==> config.mk <==
export PLATFORM = sky130hd
export DESIGN_NAME = pwm_peripheral
export DESIGN_NICKNAME = d
export VERILOG_FILES = /design/src/rtl/pwm_pkg.sv /design/src/rtl/pwm_timebase.sv /design/src/rtl/pwm_peripheral.sv
export SDC_FILE = /design/constraint.sdc
export NUM_CORES = 1
export LEC_CHECK = 0
export BUFFER_PORTS_ARGS = -buffer_cell sky130_fd_sc_hd__buf_4
export CORE_MARGIN = 1
export CORE_UTILIZATION = 47
export CTS_CLUSTER_DIAMETER = 100
export CTS_CLUSTER_SIZE = 28
export DETAILED_ROUTE_END_ITERATION = 12
export PLACE_DENSITY = 0.73
export REMOVE_ABC_BUFFERS = 1
export SLEW_MARGIN = 20
export SYNTH_ARGS = -nofsm -noshare
export SYNTH_HDL_FRONTEND = slang
export SYNTH_HIERARCHICAL = 1
export SYNTH_SLANG_ARGS = --single-unit
==> constraint.sdc <==
create_clock -name clk -period 3.85 [get_ports clk]
set_input_delay 0.385 -clock clk [delete_from_list [all_inputs] [get_ports clk]]
set_output_delay 0.385 -clock clk [all_outputs]
set_load 0.03 [all_outputs]
==> src/rtl/pwm_pkg.sv <==
// Shared widths and constants for the PWM output peripheral.
package pwm_pkg;

  localparam int PWM_CNT_W   = 8;
  localparam int NUM_OUTPUTS = 16;
  localparam int PRESCALE_W  = 12;

  localparam logic [PWM_CNT_W-1:0] DUTY_FULL_ON = 8'hFF;

  // Duty 255 is treated as fully on (256/256), so a full-on duty never
  // drops low for the cnt==255 slot of the period.
  function automatic logic pwm_compare(input logic [PWM_CNT_W-1:0] cnt,
                                       input logic [PWM_CNT_W-1:0] duty);
    return (duty == DUTY_FULL_ON) ? 1'b1 : (cnt < duty);
  endfunction

endpackage

==> src/rtl/pwm_timebase.sv <==
// Prescaled 8-bit PWM timebase: one count every PRESCALE clk,
// with a boundary strobe on the last clk of each 256-count period.
module pwm_timebase
  import pwm_pkg::*;
#(
  parameter int PRESCALE = 13
) (
  input  logic                 clk,
  input  logic                 rst_n,
  output logic [PWM_CNT_W-1:0] pwm_cnt_o,
  output logic                 tick_o,
  output logic                 boundary_o
);

  localparam logic [PRESCALE_W-1:0] PRESC_MAX = PRESCALE_W'(PRESCALE - 1);

  logic [PRESCALE_W-1:0] presc_q, presc_d;
  logic [PWM_CNT_W-1:0]  cnt_q, cnt_d;
  logic                  tick;

  // Next-state for the prescaler and the period counter (8-bit wrap is natural).
  always_comb begin
    tick    = (presc_q == PRESC_MAX);
    presc_d = tick ? '0 : presc_q + {{(PRESCALE_W-1){1'b0}}, 1'b1};
    cnt_d   = tick ? cnt_q + {{(PWM_CNT_W-1){1'b0}}, 1'b1} : cnt_q;
  end

  // Timebase state, cleared asynchronously.
  always_ff @(posedge clk or negedge rst_n) begin
    if (!rst_n) begin
      presc_q <= '0;
      cnt_q   <= '0;
    end else begin
      presc_q <= presc_d;
      cnt_q   <= cnt_d;
    end
  end

  assign pwm_cnt_o  = cnt_q;
  assign tick_o     = tick;
  assign boundary_o = tick && (cnt_q == {PWM_CNT_W{1'b1}});

endmodule

==> src/rtl/pwm_peripheral.sv <==
// 16-output static/PWM pad driver fed by the SPI register block.
// Duty is shadowed at the period boundary so every period is whole.
module pwm_peripheral
  import pwm_pkg::*;
#(
  parameter int PRESCALE = 13
) (
  input  logic                   clk,
  input  logic                   rst_n,
  input  logic [7:0]             en_reg_out_7_0,
  input  logic [7:0]             en_reg_out_15_8,
  input  logic [7:0]             en_reg_pwm_7_0,
  input  logic [7:0]             en_reg_pwm_15_8,
  input  logic [7:0]             pwm_duty_cycle,
  output logic [NUM_OUTPUTS-1:0] out,
  output logic                   period_start
);

  logic [PWM_CNT_W-1:0]   pwm_cnt;
  logic                   tick;
  logic                   boundary;
  logic                   shadow_ld;
  logic                   pwm_level;
  logic [NUM_OUTPUTS-1:0] en_out, en_pwm;
  logic [PWM_CNT_W-1:0]   duty_shadow_q, duty_shadow_d;
  logic [NUM_OUTPUTS-1:0] out_q, out_d;
  logic                   period_start_q;

  pwm_timebase #(.PRESCALE(PRESCALE)) u_timebase (
    .clk        (clk),
    .rst_n      (rst_n),
    .pwm_cnt_o  (pwm_cnt),
    .tick_o     (tick),
    .boundary_o (boundary)
  );

  assign en_out = {en_reg_out_15_8, en_reg_out_7_0};
  assign en_pwm = {en_reg_pwm_15_8, en_reg_pwm_7_0};

  // boundary only fires on a tick; qualifying with tick keeps the shadow
  // load tied to the prescaled edge even if the boundary decode changes.
  assign shadow_ld = boundary & tick;

  // Shadow load, shared compare and per-pin output mux.
  always_comb begin
    duty_shadow_d = shadow_ld ? pwm_duty_cycle : duty_shadow_q;
    pwm_level     = pwm_compare(pwm_cnt, duty_shadow_q);
    out_d         = '0;
    for (int i = 0; i < NUM_OUTPUTS; i++)
      out_d[i] = en_out[i] & (en_pwm[i] ? pwm_level : 1'b1);
  end

  // Registered pad drive, duty shadow and period-start pulse.
  always_ff @(posedge clk or negedge rst_n) begin
    if (!rst_n) begin
      duty_shadow_q  <= '0;
      out_q          <= '0;
      period_start_q <= 1'b0;
    end else begin
      duty_shadow_q  <= duty_shadow_d;
      out_q          <= out_d;
      period_start_q <= shadow_ld;
    end
  end

  assign out          = out_q;
  assign period_start = period_start_q;

endmodule

---- Word-level counts from Yosys, hierarchy flattened ----
Cells that the tools add are included.
operators by class
  $add $sub $neg .......................... 2
  multiply operators ...................... 0
  divide/modulo/power cells ............... 0
  order comparisons ....................... 1
  eq/ne operators ......................... 3
  shift-type cells ........................ 0
  multiplexer cells ....................... 18
  bitwise operators ....................... 17
  reduce and logical (&&, ||, !) cells .... 1
operators with widths
  cell                     count
  $and A1 B1 Y1            17
  $mux W1                  17
  $eq A8 B8 Y1 const B     2
  $add A12 B1 Y12 const B  1
  $eq A12 B4 Y1 const B    1
  $mux W12                 1
  $add A8 B1 Y8 const B    1
  $lt A8 B8 Y1             1
  $logic_and A1 B1 Y1      1
word-level totals
  flip-flop bits (word level) ............. 45
  latch bits .............................. 0
  RAM bits ................................ 0
  memory bits (read-only) ................. 0
  bits of input ports ..................... 42
  output and inout bits ................... 17
  word-level logic and storage cells ...... 47
  memories kept ........................... 0

---- Depth between registers and ports, before layout ----
Gate-level depths: netlist of the first run.
  depth after elaboration ................. 4
  depth in mapped cells ................... 12
  mapped depth without buffers ............ 10

---- By module ----
The synthesis of the first run kept the hierarchy.
by module, submodules not included
  module          instances  cells an instance  area each (um^2)  seq. area each (um^2)
  pwm_peripheral  1          87                 1099.8            625.6
  pwm_timebase    1          76                 933.4             500.5

---- Least setup slack after synthesis of the first run ----
No wires, ideal clock.
  kind .................................... register -> register
  from .................................... register u_timebase.presc_q[7]
  to ...................................... register duty_shadow_q[1]
  library setup time ...................... 0.131 ns
  arrival time ............................ 2.055 ns
  required time ........................... 3.719 ns
  slack ................................... 1.664 ns
  cell stages (with the launch flop) ...... 10
  path buffers ............................ 2
  period minus slack after synthesis ...... 2.186 ns
  cells stage by stage .................... dfrtp_1 > or4_4 > nor3_4 > buf_6 > nand2_2 > nor2_1 > nand2_1 > inv_1 > clkbuf_1 > o21ai_0
between the ends
  word-level cells in the longest chain between the ends .. 3
RTL lines
  element                 RTL line              RTL
  from (decl)             pwm_timebase.sv:17    logic [PRESCALE_W-1:0] presc_q, presc_d;
  from (signal assigned)  pwm_timebase.sv:34    presc_q <= presc_d;
  $eq A12 B4 Y1           pwm_timebase.sv:23    tick = (presc_q == PRESC_MAX);
  net tick                pwm_peripheral.sv:20  logic tick;
  $logic_and A1 B1 Y1     pwm_timebase.sv:41    assign boundary_o = tick && (cnt_q == {PWM_CNT_W{1'b1}});
  net boundary            pwm_peripheral.sv:21  logic boundary;
  $and A1 B1 Y1           pwm_peripheral.sv:42  assign shadow_ld = boundary & tick;
  net shadow_ld           pwm_peripheral.sv:22  logic shadow_ld;
  to (signal assigned)    pwm_peripheral.sv:60  duty_shadow_q <= duty_shadow_d;
  to (decl)               pwm_peripheral.sv:25  logic [PWM_CNT_W-1:0] duty_shadow_q, duty_shadow_d;
The timed path passes the listed nets, and every way through them passes these cells.
A chain may end at the register's enable or synchronous reset.

---- Worst setup path after layout of the first run ----
  from .................................... register u_timebase.presc_q[7]
  to ...................................... register duty_shadow_q[5]
between the ends
  word-level cells in the longest chain between the ends .. 3
RTL lines
  element              RTL line
  $eq A12 B4 Y1        pwm_timebase.sv:23
  net tick             pwm_peripheral.sv:20
  $logic_and A1 B1 Y1  pwm_timebase.sv:41
  net boundary         pwm_peripheral.sv:21
  $and A1 B1 Y1        pwm_peripheral.sv:42
The timed path passes the listed nets, and every way through them passes these cells.

==> metrics, run 1 <==
status finished clean; FMAX approximately 0.40 GHz; final core area utilization 0.643; first-pass GRT wire length 6560 um; final hold slack approximately 51 ps; final setup fails 0; number of max-cap violations 0; Synth Instances 163; leak pwr ~1.3 nW; crit path capture type flip-flop; Routed WL per cell 14.0 um; Num CTS Buffers 5; die span in x 67.8 um; CTS Root Cell clkbuf_8; area grow syn2layout 29.2%; postcts setup bufs 0; DIE AREA around 4600 um2; Final ANT Viol Nets 0; vias in the first global route between 1000 and 1500; DRC violations left 0; hold crit path type input port to asynchronous set/reset pin; Worst R2R Setup Slack 1320 ps; Synthesis Warnings 6; Power, Total 0.927 mW; Starting DRT DRC Count approximately 110; Syn Area/Cell around 12 um2; CP Buf/Inv Count 1; Final Instance Area ~2600 um2; worst setup path end duty_shadow_q[5]$_DFFE_PN0P_; WP data required approximately 4000 ps; total gr overflow 0; gr usage total 0.198; R2R depth 8; slowest CP cell or4_4; post-place setup slack 1340 ps; RR Endpoint duty_shadow_q[5]$_DFFE_PN0P_; Clock transition at path regs ~90 ps; Resized Gates After CTS 0; # clock sinks 45; Worst Setup Start Kind flip-flop; Max FO, Critical Path 15; layout net count between 200 and 300; WP depth 8; P per Cell Area approximately 350 nW/um2; DR vias 1426; CP peak stage delay between 500 and 600 ps; antenna fix cells 0; VDD IR max about 0.22 mV; port bufs a little under 60; crit path cell chain or4_4 > nor3_4 > nand2_2 > nor2_1 > nand2_1 > inv_1 > nand2_1 > o21ai_0; hold buffer count at cts 0; Clock Tree Buf Depth 2; Period minus WS final ~2500 ps; CP startpoint u_timebase/presc_q[7]$_DFF_PN0_; Yosys reg bits 45; gp weighted congestion between 0.7 and 0.8; I/O pins about 60; non-filler instance count after layout 277; H-tree depth 2; Fin Clk Skew around 5.4 ps; cell repeated most along the worst path nand2_1; routed vias/inst between 5 and 6; Synth cell types 31; Rel. slew slack 0.597; dpl cells about 270; setup ws final roughly 1300 ps; CTS tree done; initial antenna violation count 0; Detailed Route WL approximately 3900 um; critical path class flip-flop to flip-flop; Final Max Slew Viols 0; Initial Utilization 0.498; chip height 67.8 um; RSZ-0062 raised after global routing false; Post-Syn Area approximately 2000 um2; Arr. time, crit path ~2700 ps; core outline area between 4000 and 5000 um2; row count 23; DP HPWL between 2000 and 3000 um; setup TNS after final layout 0 ps; Pre-antenna DRT Iters 3; sequential area share after synthesis 0.554; Fin. Hold Viols 0; layout cells sized above 1 0.379; Placement Cell Area ~2500 um2; CP top delay family simple AND/OR/NAND/NOR gates; Worst R2R Start u_timebase/presc_q[7]$_DFF_PN0_; Slew @ Worst Pin approximately 600 ps; Clk Latency, worst-skew pair approximately 300 ps; pin count of the biggest net entering global routing 46; period utilisation layout 0.657
==> placed cells by master (no fill, tap or decap), types with 2 or more instances in the layout <==
cell	instances
nor2_1	6
xnor2_1	12
o21a_1	2
nand3_1	5
ha_1	10
dfrtp_1	45
and3_1	5
nand4_1	7
inv_1	10
buf_4	59
a21oi_1	2
nand2_1	13
o21ai_0	7
a21boi_0	6
mux2_2	2
and4_1	2
a21boi_2	10
xor2_1	4
clkbuf_8	5
==> area by class of cell <==
| type | count | area, um2 |
|---|---|---|
| flip-flops and latches | 45 | 1130 |
| multi-input cells | 105 | 843 |
| well taps | 50 | 62.6 |
| clock inverters | 3 | 46.3 |
| clock buffers | 5 | 68.8 |
| fillers | 322 | 1460 |
| inverters | 10 | 37.5 |
| repair buffers | 59 | 443 |
==> cell families (layout without fill, tap and decap cells) <==
logic type               after synthesis  in the layout  share of synthesized area
AO/OA/AOI/OAI                         30             30                      0.132
XOR/XNOR                              17             17                     0.0769
adder cells (fa/ha/maj)               10             10                     0.0615
buffers and inverters                 13             77                     0.0314
flip-flops                            45             45                      0.554
multiplexers                           2              2                     0.0111
AND/OR/NAND/NOR                       46             46                      0.134
==> cells in the mapped netlist <==
master | number | share of area
and3_1 | 5 | 0.015
nand2b_1 | 1 | 0.0031
o21a_1 | 2 | 0.0074
nor2b_1 | 1 | 0.0031
dfrtp_1 | 45 | 0.55
a2111oi_4 | 1 | 0.014
nand4b_1 | 1 | 0.0043
mux2_2 | 2 | 0.011
nand3_1 | 5 | 0.012
a21boi_0 | 6 | 0.022
buf_6 | 2 | 0.011
o21ai_0 | 7 | 0.017
nor3_4 | 1 | 0.0080
xor2_1 | 4 | 0.017
or3_1 | 1 | 0.0031
nand4_1 | 7 | 0.022
nand2_1 | 13 | 0.024
a21oi_1 | 2 | 0.0049
and4_1 | 2 | 0.0086
o22ai_1 | 1 | 0.0031
nand4_4 | 1 | 0.010
inv_1 | 10 | 0.018
nor2_1 | 6 | 0.011
ha_1 | 10 | 0.062
a21boi_2 | 10 | 0.055
clkbuf_1 | 1 | 0.0018
o32ai_2 | 1 | 0.0080
xnor2_1 | 12 | 0.052
or4_4 | 1 | 0.0055
xnor2_2 | 1 | 0.0080
nand2_2 | 1 | 0.0031
==> report_power, final <==
group          internal, mW  leakage [nW]  switching (mW)
Clock                 0.194        0.0543           0.166
Combinational        0.0435         0.699          0.0393
Sequential            0.481         0.533         0.00307
==> flip-flops by register name, summed over array words and instances (netlist names) <==
register	count
out	16
u_timebase/presc_q	12
duty_shadow_q	8
u_timebase/pwm_cnt_o	8
period_start	1
==> layer usage <==
layer / wire length, um / vias to the layer above / track usage
met3: 327 / 8 / 0.0828
met4: 74 / 0 / 0.0807
li1: - / 689 / -
met2: 1820 / 55 / 0.302
met5: 0 / - / 0
met1: 1650 / 674 / 0.247
==> worst min-delay path by stage <==
stage,slack [ps],start,endpoint
after global placement,400,rst_n,u_timebase/presc_q[5]$_DFF_PN0_
after floorplan,90,rst_n,duty_shadow_q[0]$_DFFE_PN0P_
after CTS,80,rst_n,u_timebase/presc_q[10]$_DFF_PN0_
final,50,rst_n,u_timebase/presc_q[5]$_DFF_PN0_
after global routing,100,rst_n,u_timebase/presc_q[5]$_DFF_PN0_
after detailed placement,420,rst_n,u_timebase/presc_q[5]$_DFF_PN0_
==> worst register-to-register path, stage by stage, from the launching register on <==
cell	delay (ps)
dfrtp_1	430
or4_4	560
nor3_4	550
nand2_2	130
nor2_1	150
nand2_1	90
inv_1	320
nand2_1	110
o21ai_0	100
Power figures use the tool's default switching activity.
==> run 2: changes to the inputs <==
--- a/config.mk
+++ b/config.mk
@@ -5,13 +5,14 @@
 export SDC_FILE = /design/constraint.sdc
 export NUM_CORES = 1
 export LEC_CHECK = 0
+export ABC_AREA = 1
 export BUFFER_PORTS_ARGS = -buffer_cell sky130_fd_sc_hd__buf_4
 export CORE_MARGIN = 1
 export CORE_UTILIZATION = 47
 export CTS_CLUSTER_DIAMETER = 100
 export CTS_CLUSTER_SIZE = 28
 export DETAILED_ROUTE_END_ITERATION = 12
-export PLACE_DENSITY = 0.73
+export PLACE_DENSITY = 0.72
 export REMOVE_ABC_BUFFERS = 1
 export SLEW_MARGIN = 20
 export SYNTH_ARGS = -nofsm -noshare
==> constraint.sdc (replaced) <==
create_clock -name clk -period 2.6 [get_ports clk]
set_input_delay 0.26 -clock clk [delete_from_list [all_inputs] [get_ports clk]]
set_output_delay 0.26 -clock clk [all_outputs]
set_load 0.03 [all_outputs]
==> run 2 against run 1 <==
Effect of this change: via count grew 33%; sequential power grew 48%; routed wire length grew 19%; fmax grew 44%; core utilization shrank 2.5 points.
==> metrics, run 2 <==
Synth area leaders dfrtp_1 47%, nand2_1 14%, inv_1 7.7%, ha_1 5.2%, nand3_2 4.6% (was dfrtp_1 55%, ha_1 6.2%, a21boi_2 5.5%, xnor2_1 5.2%, nand2_1 2.4%); P per Cell Area 438 nW/um2 (was 353 nW/um2); sequential power share 0.549 (was 0.522); Fin Clk Skew 7.13 ps (was 5.44 ps); first-pass GRT wire length 7870 um (was 6560 um); Syn Area/Cell 8.23 um2 (was 12.5 um2); Routed WL per cell 11.0 um (was 14.0 um); gp weighted congestion 0.830 (was 0.768); I/O pins 59 (unchanged); CTS Root Cell clkbuf_8 (unchanged); FILL cells 443 (was 322); ys async rst share 1.00 (unchanged); status finished clean (unchanged); leading cell type in the layout, fill and taps excluded nand2_1 (was buf_4); Synthesis Warnings 6 (unchanged); Worst Setup Start Kind flip-flop (unchanged); total gr overflow 0 (unchanged); Clock Tree Buf Depth 2 (unchanged); Resized Gates After CTS 0 (unchanged); FMAX 0.569 GHz (was 0.395 GHz); Sw Share 0.224 (about the same); Initial Utilization 0.495 (was 0.498); Starting DRT DRC Count 116 (was 113); crit path capture type flip-flop (unchanged); Post-Syn Area 2390 um2 (was 2030 um2); Synth area leader dfrtp_1 (unchanged); WP data required 2770 ps (was 4060 ps); Final ANT Viol Nets 0 (unchanged); Max FO, Critical Path 16 (was 15); number of max-cap violations 0 (unchanged); Synth Instances 290 (was 163); sequential area share after synthesis 0.472 (was 0.554); Synth cell types 25 (was 31); Fin. Hold Viols 0 (unchanged); Logic pwr share 0.093 (was 0.089); EDFF count, synth 0 (unchanged); DIE AREA 5370 um2 (was 4590 um2); pin count of the biggest net entering global routing 46 (unchanged); vias in the first global route 1748 (was 1443); final hold slack 151 ps (was 50.6 ps); Num CTS Buffers 5 (unchanged); final setup fails 0 (unchanged); DRC violations left 0 (unchanged); Yosys top cell area share 0.472 (was 0.554); clock power share 0.359 (was 0.388); antenna fix cells 0 (unchanged); Final Max Slew Viols 0 (unchanged); RSZ-0062 raised after global routing false (unchanged); gr usage total 0.195 (was 0.198); initial antenna violation count 0 (unchanged); CTS tree done (unchanged); Slew @ Worst Pin 550 ps (was 602 ps); final core area utilization 0.618 (was 0.643); # clock sinks 45 (unchanged); H-tree depth 2 (unchanged); layout cells sized above 1 0.249 (was 0.379); Sw Pwr 0.292 mW (was 0.208 mW); commonest cells in the netlist 90 x nand2_1, 49 x inv_1, 45 x dfrtp_1 (was 45 x dfrtp_1, 13 x nand2_1, 12 x xnor2_1); chip height 73.3 um (was 67.8 um); Yosys reg bits 45 (unchanged); Clock transition at path regs 80 ps (was 90 ps); hold crit path type input port to flip-flop (was input port to asynchronous set/reset pin); Period minus WS final 1760 ps (was 2530 ps); hold buffer count at cts 1 (was 0); cell-internal power 1.01 mW (was 0.719 mW); routed vias/inst 4.53 (was 5.15); die span in x 73.3 um (was 67.8 um); area grow syn2layout 24.9% (was 29.2%); core outline area 4820 um2 (was 4090 um2); DP HPWL 3540 um (was 2950 um); critical path class flip-flop to flip-flop (unchanged); period utilisation layout 0.676 (was 0.657); port bufs 58 (unchanged); Detailed Route WL 4610 um (was 3870 um); commonest cells after routing, fill and taps aside 90 x nand2_1, 58 x buf_4, 49 x inv_1, 45 x dfrtp_1, 25 x nor2_1 (was 59 x buf_4, 45 x dfrtp_1, 13 x nand2_1, 12 x xnor2_1); VDD IR max 0.342 mV (was 0.222 mV); max reg flops 16 (unchanged); Rel. slew slack 0.634 (was 0.597); postcts setup bufs 0 (unchanged); layout net count 404 (was 278); row count 25 (was 23); leak pwr 1.60 nW (was 1.29 nW); DR vias 1902 (was 1426); Clk Latency, worst-skew pair 290 ps (was 300 ps); Arr. time, crit path 1920 ps (was 2740 ps); ys flop type dfrtp_1 (unchanged); Pre-antenna DRT Iters 4 (was 3); setup TNS after final layout 0 ps (unchanged); top-count cell post-synth nand2_1 (was dfrtp_1)
## run 2: worst paths after layout
kind / from / to / slack, ps / depth (start not counted)
worst max register to register: u_timebase/pwm_cnt_o[0]$_DFFE_PN0N_ / duty_shadow_q[1]$_DFFE_PN0P_ / 840 / 8
worst max-delay path: u_timebase/pwm_cnt_o[0]$_DFFE_PN0N_ / duty_shadow_q[1]$_DFFE_PN0P_ / 840 / 8
min in group asynchronous: rst_n / u_timebase/presc_q[3]$_DFF_PN0_ / 500 / 2
max in group asynchronous: rst_n / u_timebase/presc_q[8]$_DFF_PN0_ / 1730 / 2
worst min-delay path: en_reg_out_15_8[1] / out[9]$_DFF_PN0_ / 150 / 3
worst min register to register: u_timebase/presc_q[0]$_DFF_PN0_ / u_timebase/presc_q[0]$_DFF_PN0_ / 500 / 1
## run 2: metrics by stage
step / total power, mW / setup WS, ps / instance area, um2 / cells
after detailed placement: 0.851 / 839 / 2870 / 411
after CTS: 1.32 / 813 / 2980 / 420
final: 1.30 / 842 / 2980 / 420
after floorplan: 0.765 / 1090 / 2350 / 286
after global placement: 0.849 / 920 / 2870 / 411
after global routing: 1.36 / 501 / 2980 / 420
## run 2: per-layer routing
layer,global-route usage,vias up,share of wire
li1,-,1007,-
met1,0.249,846,0.45
met2,0.315,47,0.48
met3,0.0631,2,0.061
met4,0.0610,0,0.0063
met5,0,-,0
## run 2: cell type report
| type | count | area [um2] | share of cell area |
|---|---|---|---|
| repair buffers | 59 | 445 | 0.150 |
| multi-input cells | 190 | 1030 | 0.346 |
| well taps | 67 | 83.8 | 0.0281 |
| flip-flops and latches | 45 | 1130 | 0.378 |
| clock buffers | 7 | 96.3 | 0.0323 |
| inverters | 51 | 191 | 0.0643 |
| clock inverters | 1 | 5.00 | 0.00168 |
## run 2: kinds of logic (layout without fill, tap and decap cells)
kind of cell / after synthesis / in the layout / synth area share
xor+xnor: 10 / 10 / 0.0367
compound gates: 13 / 13 / 0.0283
flops: 45 / 45 / 0.472
simple gates: 157 / 157 / 0.315
fa+ha+maj: 10 / 10 / 0.0524
buf+inv: 55 / 118 / 0.0960
## run 2: critical path: stages (launching register included)
cell	delay [ps]
dfrtp_1	420
ha_1	210
nand3_1	140
nor2_1	150
nand3_1	90
nor2_1	100
nand2_1	80
inv_1	300
o21ai_0	140
## run 2: power groups by stage
stage,registers (mW),logic (mW),clock network (mW)
floorplan,0.756,0.00928,0
global placement,0.729,0.120,0
detailed placement,0.729,0.122,0
CTS,0.715,0.123,0.484
global route,0.716,0.131,0.514
finish,0.715,0.121,0.467
